==> src/rtl/q26_to_bcd_if.sv <==
// Request/result bundle between the quotient register and the Q2.6-to-BCD converter.
interface q26_to_bcd_if #(
  parameter int unsigned FRAC_DIGITS = 3
) ();
  logic                     start;
  logic [7:0]               din;
  logic                     busy;
  logic                     done;
  logic                     neg;
  logic [3:0]               int_bcd;
  logic [4*FRAC_DIGITS-1:0] frac_bcd;

  modport master (
    output start,
    output din,
    input  busy,
    input  done,
    input  neg,
    input  int_bcd,
    input  frac_bcd
  );

  modport slave (
    input  start,
    input  din,
    output busy,
    output done,
    output neg,
    output int_bcd,
    output frac_bcd
  );
endinterface

==> src/rtl/q26_to_bcd.sv <==
// Serial signed Q2.6 to sign/integer/fractional BCD converter; one fractional digit
// is produced per clock by repeated multiply-by-ten of the 6-bit remainder.
module q26_to_bcd #(
  parameter int unsigned FRAC_DIGITS = 3
) (
  input logic         CLOCK_50,
  input logic         rst,
  q26_to_bcd_if.slave bus
);
  localparam int unsigned FracW = 4 * FRAC_DIGITS;
  localparam int unsigned CntW  = (FRAC_DIGITS > 1) ? $clog2(FRAC_DIGITS) : 1;
  localparam logic [CntW-1:0] LastCnt = CntW'(FRAC_DIGITS - 1);

  typedef enum logic [1:0] {StIdle, StConv, StFin} state_e;

  state_e            r_state, w_state_d;
  logic              r_busy, w_busy_d;
  logic              r_done, w_done_d;
  logic              r_neg, w_neg_d;
  logic [3:0]        r_int, w_int_d;
  logic [FracW-1:0]  r_frac, w_frac_d;
  logic [5:0]        r_rem, w_rem_d;
  logic [CntW-1:0]   r_cnt, w_cnt_d;

  logic [7:0]        w_mag;
  logic [9:0]        w_prod;
  logic [FracW-1:0]  w_frac_shift;

  // 0x80 negates to itself, which read as unsigned is exactly 2.0.
  assign w_mag        = bus.din[7] ? (~bus.din + 8'd1) : bus.din;
  // rem*10 as rem*8 + rem*2; the top nibble is the next decimal digit.
  assign w_prod       = {1'b0, r_rem, 3'b000} + {3'b000, r_rem, 1'b0};
  assign w_frac_shift = (r_frac << 4) | FracW'(w_prod[9:6]);

  always_comb begin
    w_state_d = r_state;
    w_busy_d  = r_busy;
    w_done_d  = 1'b0;
    w_neg_d   = r_neg;
    w_int_d   = r_int;
    w_frac_d  = r_frac;
    w_rem_d   = r_rem;
    w_cnt_d   = r_cnt;
    unique case (r_state)
      StIdle: begin
        if (bus.start) begin
          w_neg_d   = bus.din[7];
          w_int_d   = {2'b00, w_mag[7:6]};
          w_rem_d   = w_mag[5:0];
          w_cnt_d   = '0;
          w_frac_d  = '0;
          w_busy_d  = 1'b1;
          w_state_d = StConv;
        end
      end
      StConv: begin
        w_frac_d = w_frac_shift;
        w_rem_d  = w_prod[5:0];
        w_cnt_d  = r_cnt + 1'b1;
        if (r_cnt == LastCnt) begin
          w_state_d = StFin;
        end
      end
      StFin: begin
        w_done_d  = 1'b1;
        w_busy_d  = 1'b0;
        w_state_d = StIdle;
      end
      default: begin
        w_busy_d  = 1'b0;
        w_state_d = StIdle;
      end
    endcase
  end

  always_ff @(posedge CLOCK_50 or posedge rst) begin
    if (rst) begin
      r_state <= StIdle;
      r_busy  <= 1'b0;
      r_done  <= 1'b0;
      r_neg   <= 1'b0;
      r_int   <= '0;
      r_frac  <= '0;
      r_rem   <= '0;
      r_cnt   <= '0;
    end else begin
      r_state <= w_state_d;
      r_busy  <= w_busy_d;
      r_done  <= w_done_d;
      r_neg   <= w_neg_d;
      r_int   <= w_int_d;
      r_frac  <= w_frac_d;
      r_rem   <= w_rem_d;
      r_cnt   <= w_cnt_d;
    end
  end

  assign bus.busy     = r_busy;
  assign bus.done     = r_done;
  assign bus.neg      = r_neg;
  assign bus.int_bcd  = r_int;
  assign bus.frac_bcd = r_frac;
endmodule

==> src/flat_wrapper.sv <==
// flat-port wrapper written by rule: the top's interface ports become plain ports
module q26_to_bcd_flat 
#(
  parameter int unsigned FRAC_DIGITS = 3
)
  (CLOCK_50, rst, bus_start, bus_din, bus_busy, bus_done, bus_neg, bus_int_bcd, bus_frac_bcd);
  q26_to_bcd_if #(.FRAC_DIGITS(FRAC_DIGITS)) bus_i ();
  input logic CLOCK_50;
  input logic rst;
  input wire logic [$bits(bus_i.start)-1:0] bus_start;
  input wire logic [$bits(bus_i.din)-1:0] bus_din;
  output wire logic [$bits(bus_i.busy)-1:0] bus_busy;
  output wire logic [$bits(bus_i.done)-1:0] bus_done;
  output wire logic [$bits(bus_i.neg)-1:0] bus_neg;
  output wire logic [$bits(bus_i.int_bcd)-1:0] bus_int_bcd;
  output wire logic [$bits(bus_i.frac_bcd)-1:0] bus_frac_bcd;
  assign bus_i.start = bus_start;
  assign bus_i.din = bus_din;
  assign bus_busy = bus_i.busy;
  assign bus_done = bus_i.done;
  assign bus_neg = bus_i.neg;
  assign bus_int_bcd = bus_i.int_bcd;
  assign bus_frac_bcd = bus_i.frac_bcd;
  q26_to_bcd #(.FRAC_DIGITS(FRAC_DIGITS)) u_core (.CLOCK_50(CLOCK_50), .rst(rst), .bus(bus_i));
endmodule
==> config.mk <==
export PLATFORM = sky130hd
export DESIGN_NAME = q26_to_bcd_flat
export DESIGN_NICKNAME = d
export VERILOG_FILES = /design/src/rtl/q26_to_bcd_if.sv /design/src/rtl/q26_to_bcd.sv /design/src/flat_wrapper.sv
export SDC_FILE = /design/constraint.sdc
export NUM_CORES = 1
export LEC_CHECK = 0
export ABC_AREA = 1
export ABC_CLOCK_PERIOD_IN_PS = 4300
export CAP_MARGIN = 10
export CORE_MARGIN = 2
export CORE_UTILIZATION = 56
export CTS_BUF_LIST = sky130_fd_sc_hd__clkbuf_4 sky130_fd_sc_hd__clkbuf_8
export DETAILED_ROUTE_END_ITERATION = 10
export MAX_ROUTING_LAYER = met4
export PLACE_DENSITY = 0.95
export SLEW_MARGIN = 25
export SYNTH_ARGS = -nofsm -noshare
export SYNTH_HDL_FRONTEND = slang
export SYNTH_SLANG_ARGS = --single-unit
export TNS_END_PERCENT = 5
==> constraint.sdc <==
create_clock -name CLOCK_50 -period 4.3 [get_ports CLOCK_50]
set_input_delay 0.43 -clock CLOCK_50 [delete_from_list [all_inputs] [get_ports CLOCK_50]]
set_output_delay 0.43 -clock CLOCK_50 [all_outputs]
set_load 0.01 [all_outputs]
Word-level counts from Yosys, hierarchy flattened
Index checks and enable logic that the tools add are counted.

storage, ports and cells
  flip-flop bits (word level) = 27
  bits of input ports = 11
  output and inout bits = 19
  word-level logic and storage cells = 38

cells by class
  add/subtract/negate cells = 3
  equality and inequality tests = 5
  multiplexer cells = 13
  bitwise logic cells = 3
  reduce and logical (&&, ||, !) cells = 6

operators with widths
  kind                                                                      count
  12-bit case mux with 2 select lines                                       1
  12-bit two-way mux                                                        1
  12-bit by 4-bit bitwise OR with 12-bit output                             1
  6-bit case mux with 2 select lines                                        1
  9-bit by 7-bit adder with 10-bit output                                   1
  8-bit by 1-bit adder with 8-bit output (second input constant)            1
  8-bit two-way mux                                                         1
  8-bit NOT                                                                 1
  2-bit case mux with 2 select lines                                        2
  2-bit AND reduction                                                       4
  2-bit two-way mux                                                         3
  6-bit two-way mux                                                         1
  2-bit equality test (second input constant)                               2
  2-bit by 1-bit adder with 2-bit output (second input constant)            1
  2-bit by 1-bit equality test with 1-bit output (second input constant)    1
  2-bit zero test                                                           1
  1-bit two-way mux                                                         2
  2-bit by 1-bit inequality test with 1-bit output (second input constant)  1
  2-bit inequality test (second input constant)                             1
  1-bit case mux with 2 select lines                                        1
  2-bit nonzero test                                                        1
  1-bit NOT                                                                 1

Depth between registers and ports, before layout
  depth in word-level cells = 5
  gate-level depth with buffers = 8

Worst setup path after synthesis
No wires, ideal clock.

  path type = register -> register
  start point = register u_core.r_rem[2]
  end point = register u_core.r_frac[1], in the netlist u_core.bus.frac_bcd[1]
  arrival = 1.413 ns
  slack = 2.761 ns
  cell stages (with the launch flop) = 8
  path buffers = 0
  cells stage by stage = dfrtp_1 -> ha_1 -> inv_1 -> fa_1 -> o21ai_0 -> nand2_1 -> nand2_1 -> o22ai_1

between the ends
  longest elaborated chain between the ends = 3

RTL lines
  what                                           line              text
  from (decl)                                    q26_to_bcd.sv:22  logic [5:0] r_rem, w_rem_d;
  from (signal assigned)                         q26_to_bcd.sv:93  r_rem <= w_rem_d;
  9-bit by 7-bit adder with 10-bit output        q26_to_bcd.sv:32  assign w_prod = {1'b0, r_rem, 3'b000} + {3'b000, r_rem, 1'b0};
  12-bit by 4-bit bitwise OR with 12-bit output  q26_to_bcd.sv:33  assign w_frac_shift = (r_frac << 4) | FracW'(w_prod[9:6]);
  12-bit case mux with 2 select lines            q26_to_bcd.sv:44  unique case (r_state)
  to (signal assigned)                           q26_to_bcd.sv:92  r_frac <= w_frac_d;
  to (decl)                                      q26_to_bcd.sv:21  logic [FracW-1:0] r_frac, w_frac_d;

Every way passes these cells.
A chain may end at the register's enable or synchronous reset.

Final worst setup path
Same ends and word-level chain as after synthesis.

==> results.txt <==
status = finished, final reports clean
met2 WL = 1.58 mm
CP Max Fanout = 3
crit end category = flip-flop
total global-route track usage = 0.252
Max clock buf depth = 2
Pleak = 0.839 nW
Crit. Startpoint = u_core.r_rem[2]
DP Worst Slack = 2.55 ns
Yosys reg bits = 27
routed wl met3 = 158 um
ys async rst share = 1.00
post-synth top area share = 0.472
# rows = 18
CTS tree = built
Final Hold Viols = 0
Nets = 211
Main synth FF type = dfrtp_1
VDD IR max = 0.000458 V
fin. max-slew vios = 0
TritonRoute pass-1 iters = 4
synth warn = 0
metal1 wirelength = 1.21 mm
Post-Syn Area = 0.00143 mm^2
number of flops mapped to enable cells by yosys = 0
Max Cap Viol = 0
# IOs = 30
CTS Hold Buffers Added = 0
Post-route DRC = 0
worst slew pin tran = 0.549 ns
launch point of the worst reg-to-reg path = u_core.r_rem[2]
remaining global-route overflow = 0
Slew headroom = 0.633
total number of vias = 1220
initial antenna violation count = 0
Finished Layout Cells = 222
worst-skew pair later-pin latency = 0.33 ns
count of final setup violators = 0
sequential area share after synthesis = 0.472
Core Area = 0.00245 mm^2
fin worst setup slack = 2.49 ns
Setup TNS = 0 ns
pin count of the biggest net entering global routing = 28
HPWL Detailed = 2.34 mm
commonest non-fill, non-tap cell in the layout = nand2_1
setup bufs post-CTS = 0
Fillers = 195
Die Y = 54.5 um
DR top layer = met4
mean post-synth cell area = 8.67 um^2
Inst Count DP = 218
most frequent cells in the layout = nand2_1, clkdlybuf4s50_1, dfrtp_1, inv_1, o21ai_0
CTS H-Tree Depth = 1
DR WL/cell = 13.7 um
Pwr Density = 718 mW/mm^2
ANT nets after route = 0
Synth area leader = dfrtp_1
DRT iter0 DRCs = 23
Multi-input gate area = 612 um^2
Tcrit/Tclk final = 0.421
Worst setup SP type = flip-flop
Area contributors post-synth = dfrtp_1, nand2_1, inv_1, o21ai_0, ha_1
clk root buf = clkbuf_4
die area = 0.00297 mm^2
vias in the first global route = 1212
final worst path period need = 1.81 ns
clk slew on worst S/H paths = 0.14 ns
P&R area growth vs syn = 21.2%
first-pass GRT wire length = 5.12 mm
Critical Path RT = 4.54 ns
register cell area after layout = 676 um^2
Synth cell types = 25
Num Clock Sinks = 27
initial core utilization = 0.583
RSZ-0062 raised after global routing = false
clk_skew = 0.00184 ns
CP Class = reg2reg
arrival time worst endpoint = 2.05 ns
ratio of cells with drive above 1 in the final layout = 0.0729
drt total wl = 3.04 mm
Core Util, Final = 0.706
worst hold path class = in2async
# resized after CTS = 0
Die Wd = 54.5 um
vias per inst = 5.50
Placer Congestion = 0.887
Antenna diodes = 0
Inserted Clock Buffers = 3
Peak Freq = 0.552 GHz
Port Buf Inserts = 27
Mapped Cells = 165
-- worst paths after layout --
check,to,slack [ns],depth (start not counted)
max in group asynchronous,u_core.bus.frac_bcd[10],3.49,2
min,u_core.bus.frac_bcd[11],0.44,2
max,u_core.bus.frac_bcd[1],2.49,7
min in group CLOCK_50,u_core.bus.done,0.48,1
min reg2reg,u_core.bus.done,0.48,1
max reg2reg,u_core.bus.frac_bcd[1],2.49,7
-- critical path, cell delays in order (launching register included) --
cell and delay (ns):
dfrtp_1 0.44, ha_1 0.22, inv_1 0.06, fa_1 0.41, o21ai_0 0.36, nand2_1 0.09
nand2_1 0.07, o22ai_1 0.05
-- where the power goes --
part | internal [mW] | switching (mW) | total [mW]
Clock | 0.0428 | 0.0765 | 0.119
Combinational | 0.297 | 0.387 | 0.684
Sequential | 0.362 | 0.0787 | 0.441
-- per-layer routing --
metal	up-vias	track usage
met2	57	0.432
met1	569	0.284
li1	584	-
met5	-	-
met3	10	0.0492
met4	0	0.113
-- logic make-up after synthesis --
family / after synthesis / synth area share
buffers and inverters: 33 / 0.102
AOI/OAI and AO/OA: 33 / 0.132
xor gates and xnor gates: 3 / 0.0184
other: 1 / 0.00262
and+or+nand+nor: 61 / 0.206
adders and majority gates: 7 / 0.0665
DFF: 27 / 0.472
-- flip-flops by register name (all words and copies together), names as in the netlist --
signal               count
u_core.bus.frac_bcd     12
u_core.r_cnt             2
u_core.bus.neg           1
u_core.bus.busy          1
u_core.bus.done          1
u_core.r_rem             6
u_core.r_state           2
u_core.bus.int_bcd       2
-- metrics by stage --
step / power [mW] / area [um^2] / hold WS, ns
floorplan: 0.899 / 1430 / 0.424
global placement: 1.08 / 1700 / 0.431
detailed placement: 1.12 / 1700 / 0.445
CTS: 1.24 / 1730 / 0.477
global route: 1.35 / 1730 / 0.498
finish: 1.24 / 1730 / 0.444
-- cell usage after synthesis, types with 2 or more instances --
cell,n
nand2_1,34
dfrtp_1,27
inv_1,25
o21ai_0,18
nand3_1,11
nor2_1,8
a21oi_1,7
ha_1,6
nand4_1,4
o22ai_1,4
buf_4,3
xnor2_1,3
a22oi_2,2
inv_2,2
-- final cells by class --
type | count | share of cell area
Multi-Input combinational cell | 106 | 0.353
Clock buffer | 4 | 0.0173
Timing Repair Buffer | 27 | 0.156
Sequential cell | 27 | 0.390
Tap cell | 30 | 0.0217
Inverter | 28 | 0.0621
Note: power is estimated with default switching activity, not from simulation.
